## src/rtl/rc_pwm_generator.sv

```systemverilog
`default_nettype none
// ============================================================================
// Module      : rc_pwm_generator
// Description : RC servo PWM encoder. Turns an 8-bit command into a fixed-period
//               frame with a clamped high pulse. Commands are double-buffered.
// Revision    : 1.0 - initial release
// ============================================================================
module rc_pwm_generator #(
   parameter int FRAME_PERIOD  = 20000,
   parameter int MIN_PULSE     = 1000,
   parameter int MAX_PULSE     = 2000,
   parameter int STEP          = 4,
   parameter int NEUTRAL_PULSE = 1500
) (
   input  logic       clock_i,
   input  logic       reset_i,
   input  logic       enable_i,
   input  logic [7:0] value_i,
   input  logic       value_valid_i,
   output logic       value_ready_o,
   output logic       pwm_o,
   output logic       frame_start_o
);

   localparam int c_CNT_W = (FRAME_PERIOD > 1) ? $clog2(FRAME_PERIOD) : 1;

   localparam logic [1:0] c_IDLE  = 2'd0;
   localparam logic [1:0] c_PULSE = 2'd1;
   localparam logic [1:0] c_GAP   = 2'd2;

   localparam logic [c_CNT_W-1:0] c_LAST    = c_CNT_W'(FRAME_PERIOD - 1);
   localparam logic [c_CNT_W-1:0] c_ONE     = c_CNT_W'(1);
   localparam logic [c_CNT_W-1:0] c_NEUTRAL = c_CNT_W'(NEUTRAL_PULSE);
   localparam logic [c_CNT_W-1:0] c_MAXW    = c_CNT_W'(MAX_PULSE);

   logic [1:0]         r_state;
   logic [1:0]         w_state_nxt;
   logic [c_CNT_W-1:0] r_cnt;
   logic [c_CNT_W-1:0] w_cnt_nxt;
   logic               w_frame_entry;

   logic [c_CNT_W-1:0] r_width;
   logic [c_CNT_W-1:0] r_shadow;
   logic               r_shadow_full;
   logic               w_accept;
   logic [31:0]        w_raw;
   logic [c_CNT_W-1:0] w_width_cmd;

   logic               r_pwm;
   logic               r_frame_start;
   logic               w_pwm_nxt;
   logic               w_frame_start_nxt;

   // Width arithmetic done at 32 bits so the clamp sees the true product
   always_comb begin
      w_raw       = 32'(MIN_PULSE) + 32'(value_i) * 32'(STEP);
      w_width_cmd = (w_raw > 32'(MAX_PULSE)) ? c_MAXW : c_CNT_W'(w_raw);
   end

   assign w_accept      = value_valid_i && !r_shadow_full;
   assign value_ready_o = !r_shadow_full;

   always_ff @(posedge clock_i) begin
      if (reset_i) begin
         r_state <= c_IDLE;
         r_cnt   <= '0;
      end else begin
         r_state <= w_state_nxt;
         r_cnt   <= w_cnt_nxt;
      end
   end

   // The counter runs 0..FRAME_PERIOD-1 across both PULSE and GAP
   always_comb begin
      w_state_nxt   = r_state;
      w_cnt_nxt     = r_cnt;
      w_frame_entry = 1'b0;
      case (r_state)
         c_IDLE: begin
            w_cnt_nxt = '0;
            if (enable_i) begin
               w_state_nxt   = c_PULSE;
               w_frame_entry = 1'b1;
            end
         end
         c_PULSE: begin
            w_cnt_nxt = r_cnt + c_ONE;
            if (r_cnt == r_width - c_ONE) begin
               w_state_nxt = c_GAP;
            end
         end
         c_GAP: begin
            if (r_cnt == c_LAST) begin
               w_cnt_nxt = '0;
               if (enable_i) begin
                  w_state_nxt   = c_PULSE;
                  w_frame_entry = 1'b1;
               end else begin
                  w_state_nxt = c_IDLE;
               end
            end else begin
               w_cnt_nxt = r_cnt + c_ONE;
            end
         end
         default: begin
            w_state_nxt = c_IDLE;
            w_cnt_nxt   = '0;
         end
      endcase
   end

   always_comb begin
      w_pwm_nxt         = (w_state_nxt == c_PULSE);
      w_frame_start_nxt = w_frame_entry;
   end

   always_ff @(posedge clock_i) begin
      if (reset_i) begin
         r_pwm         <= 1'b0;
         r_frame_start <= 1'b0;
      end else begin
         r_pwm         <= w_pwm_nxt;
         r_frame_start <= w_frame_start_nxt;
      end
   end

   // A full shadow is never accepting, so load and accept cannot collide
   always_ff @(posedge clock_i) begin
      if (reset_i) begin
         r_width       <= c_NEUTRAL;
         r_shadow      <= '0;
         r_shadow_full <= 1'b0;
      end else if (w_frame_entry && r_shadow_full) begin
         r_width       <= r_shadow;
         r_shadow_full <= 1'b0;
      end else if (w_accept) begin
         r_shadow      <= w_width_cmd;
         r_shadow_full <= 1'b1;
      end
   end

   assign pwm_o         = r_pwm;
   assign frame_start_o = r_frame_start;

endmodule
`default_nettype wire
```

## config.mk

```make
export PLATFORM = sky130hd
export DESIGN_NAME = rc_pwm_generator
export DESIGN_NICKNAME = d
export VERILOG_FILES = /design/src/rtl/rc_pwm_generator.sv
export SDC_FILE = /design/constraint.sdc
export NUM_CORES = 1
export LEC_CHECK = 0
export ABC_CLOCK_PERIOD_IN_PS = 4000
export BUFFER_PORTS_ARGS = -buffer_cell sky130_fd_sc_hd__buf_2
export CAP_MARGIN = 15
export CORE_UTILIZATION = 44
export CTS_CLUSTER_DIAMETER = 50
export DETAILED_ROUTE_END_ITERATION = 8
export GPL_TIMING_DRIVEN = 1
export PLACE_DENSITY = 0.58
export RECOVER_POWER = 100
export SLEW_MARGIN = 20
export SYNTH_ARGS = -nofsm -noshare
export SYNTH_HDL_FRONTEND = slang
export SYNTH_SLANG_ARGS = --single-unit
```

## constraint.sdc

```tcl
create_clock -name clock_i -period 4 [get_ports clock_i]
set_input_delay 0.6 -clock clock_i [delete_from_list [all_inputs] [get_ports clock_i]]
set_output_delay 0.6 -clock clock_i [all_outputs]
set_load 0.02 [all_outputs]
```

==> results.yml, run 1 <==
finish:
  layoutNonFillerInstCount: 309
  multiInputGateArea_mm2: 0.00122
  area_growth_pct: 7.71
  fin_nets: 275
  seq_area_um2: 761
  fillers: 465
  drive_gt1_frac: 0.0895
  n_antenna_cell: 0
clock_network:
  cts-root-buf: "clkbuf_8"
  clockBufferDepth: 2
  htree_levels: 2
  post_cts_resized: 0
  cts_buffers: 5
  clock_latency_ns: 0.28
  cts_hold_buf: 0
  clkSlewWorstSetupHoldPaths_ns: 0.08
  cts_sinks: 38
  cts_tree: "done"
  post_cts_buffers: 0
setup_path:
  cp.required_ns: 4.18
  cp_slowest_stage_delay_ns: 0.94
  cp_max_fo: 10
  worstPathArrival_ns: 3.20
  critPathKind: "flop to flop"
  cp_slowest_cell: "o21ai_0"
  critical_path.startpoint: "r_cnt[7]"
  cp-end-kind: "flop"
  crit_path_cell_trace: "or4b_1 -> or4_1 -> o21ai_0 -> nand2_4 -> a211o_1"
  reg2reg_from: "r_cnt[7]"
  crit_path_start_kind: "flop"
power_and_ir_drop:
  p_leak_nw: 0.867
  finalPower_mw: 0.763
  clkPwrFrac: 0.353
  swShare: 0.254
  pwr-share-seq: 0.536
  p_comb_frac: 0.111
  irDropWorstVdd_uv: 238
  p_int_mw: 0.569
  powerDensity_mw_per_mm2: 339
  switchingPower_mw: 0.194
floorplanning:
  die_w_um: 71.0
  io_pins: 15
  dieArea_mm2: 0.00504
  num_rows: 24
  die_y_um: 71.0
  core_mm2: 0.00447
  initial_utilization: 0.468
yosys:
  seq_area_frac_synth: 0.363
  ys_types: 50
  synth_edf_count: 0
  synth_top_area_frac: 0.363
  synth.area.top_cells: "dfxtp_1 36%, xnor2_1 7.5%, nor2_1 5.7%"
  yosys_warnings: 0
  synth_nets: 263
  syn_inst: 244
  synth_area_mm2: 0.00209
  async_flop_share: 0
  syn_avg_cell_area_um2: 8.58
  yosys.area.top_type: "dfxtp_1"
  ys_ff_latch: 38
  synth_top_flop_cell: "dfxtp_1"
sta:
  tns_ns: 0
  rsz0062_at_grt: "no"
  skew_ns: 0.00751
  drv_slew: 0
  setup_viol: 0
  worst_pin_slew_ns: 1.19
  layout_setup_ws_ns: 0.980
  holdWs_ns: 0.471
  max_slew_margin: 0.200
  min_period_ns: 3.02
  hold_viol: 0
  finalCritPeriodShare: 0.755
  max_freq_ghz: 0.331
drt:
  vias_per_cell: 5.60
  avgRoutedWirePerCell_um: 13.7
  routed-via-count: 1731
  drc_errors: 0
  postRouteAntennaNets: 0
  drt_first_pass_iters: 4
  totalWireLength_um: 4240
  drtIter0Drc: 112
place:
  numPortBuffers: 14
  hpwlAfterDp_um: 3210
  gp_congestion: 0.820
  dpl.cell_count: 301
  pre_cts_slack_ns: 1.52
global_routing:
  grt_pass1_vias: 1522
  grt_usage: 0.182
  grt-ovfl-total: 0
  antenna_found_initial: 0
  grt_max_degree: 23
  grt_pass1_wl_um: 7270
min_path:
  worstHoldStart: "r_cnt[0]"
  min_path_type: "flop to flop"
run:
  cap_violations: 0
status:
  status: "finished, final reports clean"
[flip-flops by register name, indices dropped and copies added, names as in the netlist]
register / cells
r_cnt: 15
r_shadow: 9
r_width: 9
r_state: 2
frame_start_o: 1
pwm_o: 1
r_shadow_full: 1
[worst max-delay path: cells and delay by family, from the launching register on]
| kind | cells | cell delay, ns |
|---|---|---|
| AO/OA/AOI/OAI | 2 | 1.28 |
| AND/OR/NAND/NOR | 3 | 1.26 |
| flip-flops | 1 | 0.37 |
[cell families after synthesis]
| group | synth area share |
|---|---|
| flops | 0.363 |
| buf+inv | 0.0448 |
| fa+ha+maj | 0.0418 |
| simple gates | 0.260 |
| mux | 0.0191 |
| compound gates | 0.154 |
| xor+xnor | 0.117 |
[layer usage]
layer  global-route usage  vias up  routed length, µm  share of wire
met3               0.0342        2                146          0.034
met1                0.274      802               2290           0.54
met2                0.263       28               1790           0.42
met4               0.0511        0                 15         0.0035
met5                    0        -                  0              0
li1                     -      899                  -              -
[power groups by stage]
| stage | Combinational (mW) | Sequential [mW] | Clock, mW |
|---|---|---|---|
| finish | 0.0849 | 0.409 | 0.269 |
| global route | 0.0959 | 0.412 | 0.292 |
| global placement | 0.0869 | 0.418 | 0 |
| detailed placement | 0.0870 | 0.418 | 0 |
| CTS | 0.0872 | 0.409 | 0.276 |
| floorplan | 0.0651 | 0.413 | 0 |
[worst paths after layout]
| path | cells after the start | slack, ns | endpoint |
|---|---|---|---|
| hold reg to reg | 1 | 0.47 | r_cnt[0] |
| setup reg to reg | 5 | 0.98 | r_width[6] |
| setup / recovery | 5 | 0.98 | r_width[6] |
| hold / removal | 1 | 0.47 | r_cnt[0] |
[final cells by class]
type	count	area share
Inverter	13	0.0216
Tap cell	52	0.0289
Timing Repair Buffer	14	0.0289
Clock inverter	1	0.00222
Sequential cell	38	0.337
Clock buffer	7	0.0383
Multi-Input combinational cell	184	0.543
[layout by cell type, fill, tap and decap left out, types with 2 or more instances in the layout]
| cell | instances |
|---|---|
| a21o_1 | 2 |
| nand2_1 | 15 |
| nor4_1 | 6 |
| buf_2 | 10 |
| a32o_1 | 2 |
| dfxtp_1 | 38 |
| nor2_1 | 32 |
| o211ai_1 | 2 |
| clkbuf_8 | 6 |
| ha_1 | 7 |
| nand2b_1 | 4 |
| a211o_1 | 7 |
| or4b_1 | 2 |
| xor2_1 | 10 |
| xnor2_1 | 18 |
| nor3b_1 | 3 |
| clkbuf_1 | 5 |
| nor2b_1 | 4 |
| a21oi_1 | 4 |
| o21ai_0 | 4 |
| or4_1 | 2 |
| nand3_1 | 10 |
| a31oi_1 | 2 |
| mux2i_1 | 4 |
| and3_1 | 4 |
| nor3_1 | 8 |
| a211oi_1 | 5 |
| nand4_1 | 7 |
| inv_1 | 13 |
[synthesized netlist by cell type, types with 4 or more instances]
| library cell | n |
|---|---|
| a211o_1 | 7 |
| a211oi_1 | 5 |
| a21oi_1 | 4 |
| and3_1 | 4 |
| clkbuf_1 | 5 |
| dfxtp_1 | 38 |
| ha_1 | 7 |
| inv_1 | 13 |
| mux2i_1 | 4 |
| nand2_1 | 15 |
| nand2b_1 | 4 |
| nand3_1 | 10 |
| nand4_1 | 7 |
| nor2_1 | 32 |
| nor2b_1 | 4 |
| nor3_1 | 8 |
| nor4_1 | 6 |
| xnor2_1 | 18 |
| xor2_1 | 10 |
[per-stage QoR]
stage                     cell area [µm²]   util
final                                2250  0.504
after global routing                 2250  0.504
after CTS                            2270  0.508
after detailed placement             2180  0.488
after global placement               2180  0.488
after floorplan                      2090      -
No activity file was read; power rests on OpenSTA's default activity.
==> run 2, diff against run 1 <==
Settings changed: ABC_CLOCK_PERIOD_IN_PS 4000 to 2500, PLACE_DENSITY 0.58 to 0.61.
Clock period 4 ns to 2.5 ns, I/O delays scaled along.
==> run 2 against run 1 <==
  * Register-to-register slack lost 0.86 ns
  * Die area is the same
  * First-iteration DRC count shrank 8.9%
  * Clock power grew 140%
  * Count of clock-buffer cells in the layout shrank 1
  * Flip-flop and latch count is the same
  * Sequential share of layout area shrank 2.2 points
==> results.yml, run 2 (synthesis gave the netlist of run 1 again) <==
global_routing:
  grt_usage: 0.186
  use_met2: 0.281
  gr-usage-met1: 0.264
  grt_max_degree: 23
  grt-ovfl-total: 0
  grt_pass1_vias: 1602
  grt_pass1_wl_um: 7440
  busiest_layer: "met2"
  met3_usage: 0.0427
  antenna_found_initial: 0
power_and_ir_drop:
  switchingPower_mw: 0.322
  p_int_mw: 1.12
  clkPwrFrac: 0.448
  p_leak_nw: 0.953
  pwr-share-seq: 0.456
  powerDensity_mw_per_mm2: 596
  finalPower_mw: 1.44
  p_comb_frac: 0.096
  irDropWorstVdd_uv: 317
  swShare: 0.224
sta:
  hold_viol: 0
  skew_ns: 0.00386
  drv_slew: 0
  worst_pin_slew_ns: 0.514
  layout_setup_ws_ns: 0.117
  rsz0062_at_grt: "no"
  finalCritPeriodShare: 0.953
  setup_viol: 0
  max_slew_margin: 0.653
  max_freq_ghz: 0.420
  tns_ns: 0
  min_period_ns: 2.38
setup_path:
  path_buf_inv: 0
  critPathTopFamily: "simple AND/OR/NAND/NOR gates"
  critPathKind: "flop to flop"
  cp_max_fo: 10
  worstPathArrival_ns: 2.56
  cp-end-kind: "flop"
  cp_slowest_stage_delay_ns: 0.58
  crit_path_start_kind: "flop"
  cp_slowest_cell: "or4_1"
  crit_path_cell_trace: "or4b_1 -> or4_1 -> o21ai_4 -> nand2_4 -> a211o_1"
  cp.required_ns: 2.68
place:
  gp_congestion: 0.861
  numPortBuffers: 14
  hpwlAfterDp_um: 3270
  pre_cts_slack_ns: 0.186
  dpl.cell_count: 314
finish:
  fin_nets: 288
  final_cell_mix: "38 x dfxtp_1, 32 x nor2_1, 18 x xnor2_1, 15 x nand2_1, 13 x inv_1"
  regMostFlops: "r_cnt"
  largest_reg_flops: 15
  area_growth_pct: 15.2
  drive_gt1_frac: 0.137
  final_common_cell: "dfxtp_1"
  layoutNonFillerInstCount: 322
  top_regs: "r_cnt x15, r_shadow x9, r_width x9"
  finish.utilization: 0.539
  n_antenna_cell: 0
clock_network:
  cts_tree: "done"
  cts-root-buf: "clkbuf_8"
  cts_buffers: 5
  clkSlewWorstSetupHoldPaths_ns: 0.08
  clock_latency_ns: 0.29
  clockBufferDepth: 2
  cts_sinks: 38
  htree_levels: 2
run:
  cap_violations: 0
drt:
  routed-via-count: 1794
  drtIter0Drc: 102
  totalWireLength_um: 4340
  drt_first_pass_iters: 7
  postRouteAntennaNets: 0
  vias_per_cell: 5.57
  avgRoutedWirePerCell_um: 13.5
  drc_errors: 0
floorplanning:
  die_w_um: 71.0
  die_y_um: 71.0
  core_mm2: 0.00447
  dieArea_mm2: 0.00504
  initial_utilization: 0.468
  io_pins: 15
  num_rows: 24
status:
  status: "finished, final reports clean"
min_path:
  min_path_type: "input pin to flop"
[run 2: cell types whose count changed in the layout (fill, tap and decap cells not counted), sizes merged]
cell	before	now
buf	10	20
bufinv	0	2
clkbuf	11	13
clkinv	1	0
[run 2: what timing repair did]
action / 4_1_cts / 5_1_grt
setup buffers: 0 / 0
resized for setup: 0 / 1
setup endpoints to repair: 0 / 1
hold buffers: 0 / 0
[run 2: area by class of cell]
type / count / area, µm²
fill: 432 / 2060
multi-input combinational: 184 / 1240
sequential: 38 / 761
timing repair buffer: 27 / 153
clock buffer: 6 / 82.6
tap: 52 / 65.1
clock inverter: 2 / 60.1
inverter: 13 / 48.8
[run 2: stage by stage]
stage	hold slack [ns]	area [µm²]
after floorplan	0.430	2090
after global placement	0.445	2280
after detailed placement	0.452	2280
after CTS	0.350	2420
after global routing	0.363	2410
final	0.349	2410
[run 2: metal layers]
| metal | wire length, µm | vias to the layer above |
|---|---|---|
| met3 | 198 | 5 |
| li1 | - | 919 |
| met1 | 2220 | 834 |
| met2 | 1880 | 36 |
| met5 | 0 | - |
| met4 | 42 | 0 |
[run 2: power groups by stage]
stage | combinational, mW | clock (mW) | sequential [mW]
after global routing | 0.157 | 0.687 | 0.659
final | 0.138 | 0.644 | 0.656
after floorplan | 0.104 | 0 | 0.661
after detailed placement | 0.141 | 0 | 0.669
after global placement | 0.140 | 0 | 0.669
after CTS | 0.141 | 0.653 | 0.655
[run 2: final timing paths]
kind | from | to | slack, ns | cells past startpoint
max | r_cnt[13] | r_width[7] | 0.12 | 5
min | value_i[0] | r_shadow[2] | 0.35 | 2
max reg2reg | r_cnt[13] | r_width[7] | 0.12 | 5
min reg2reg | r_cnt[0] | r_cnt[0] | 0.46 | 1
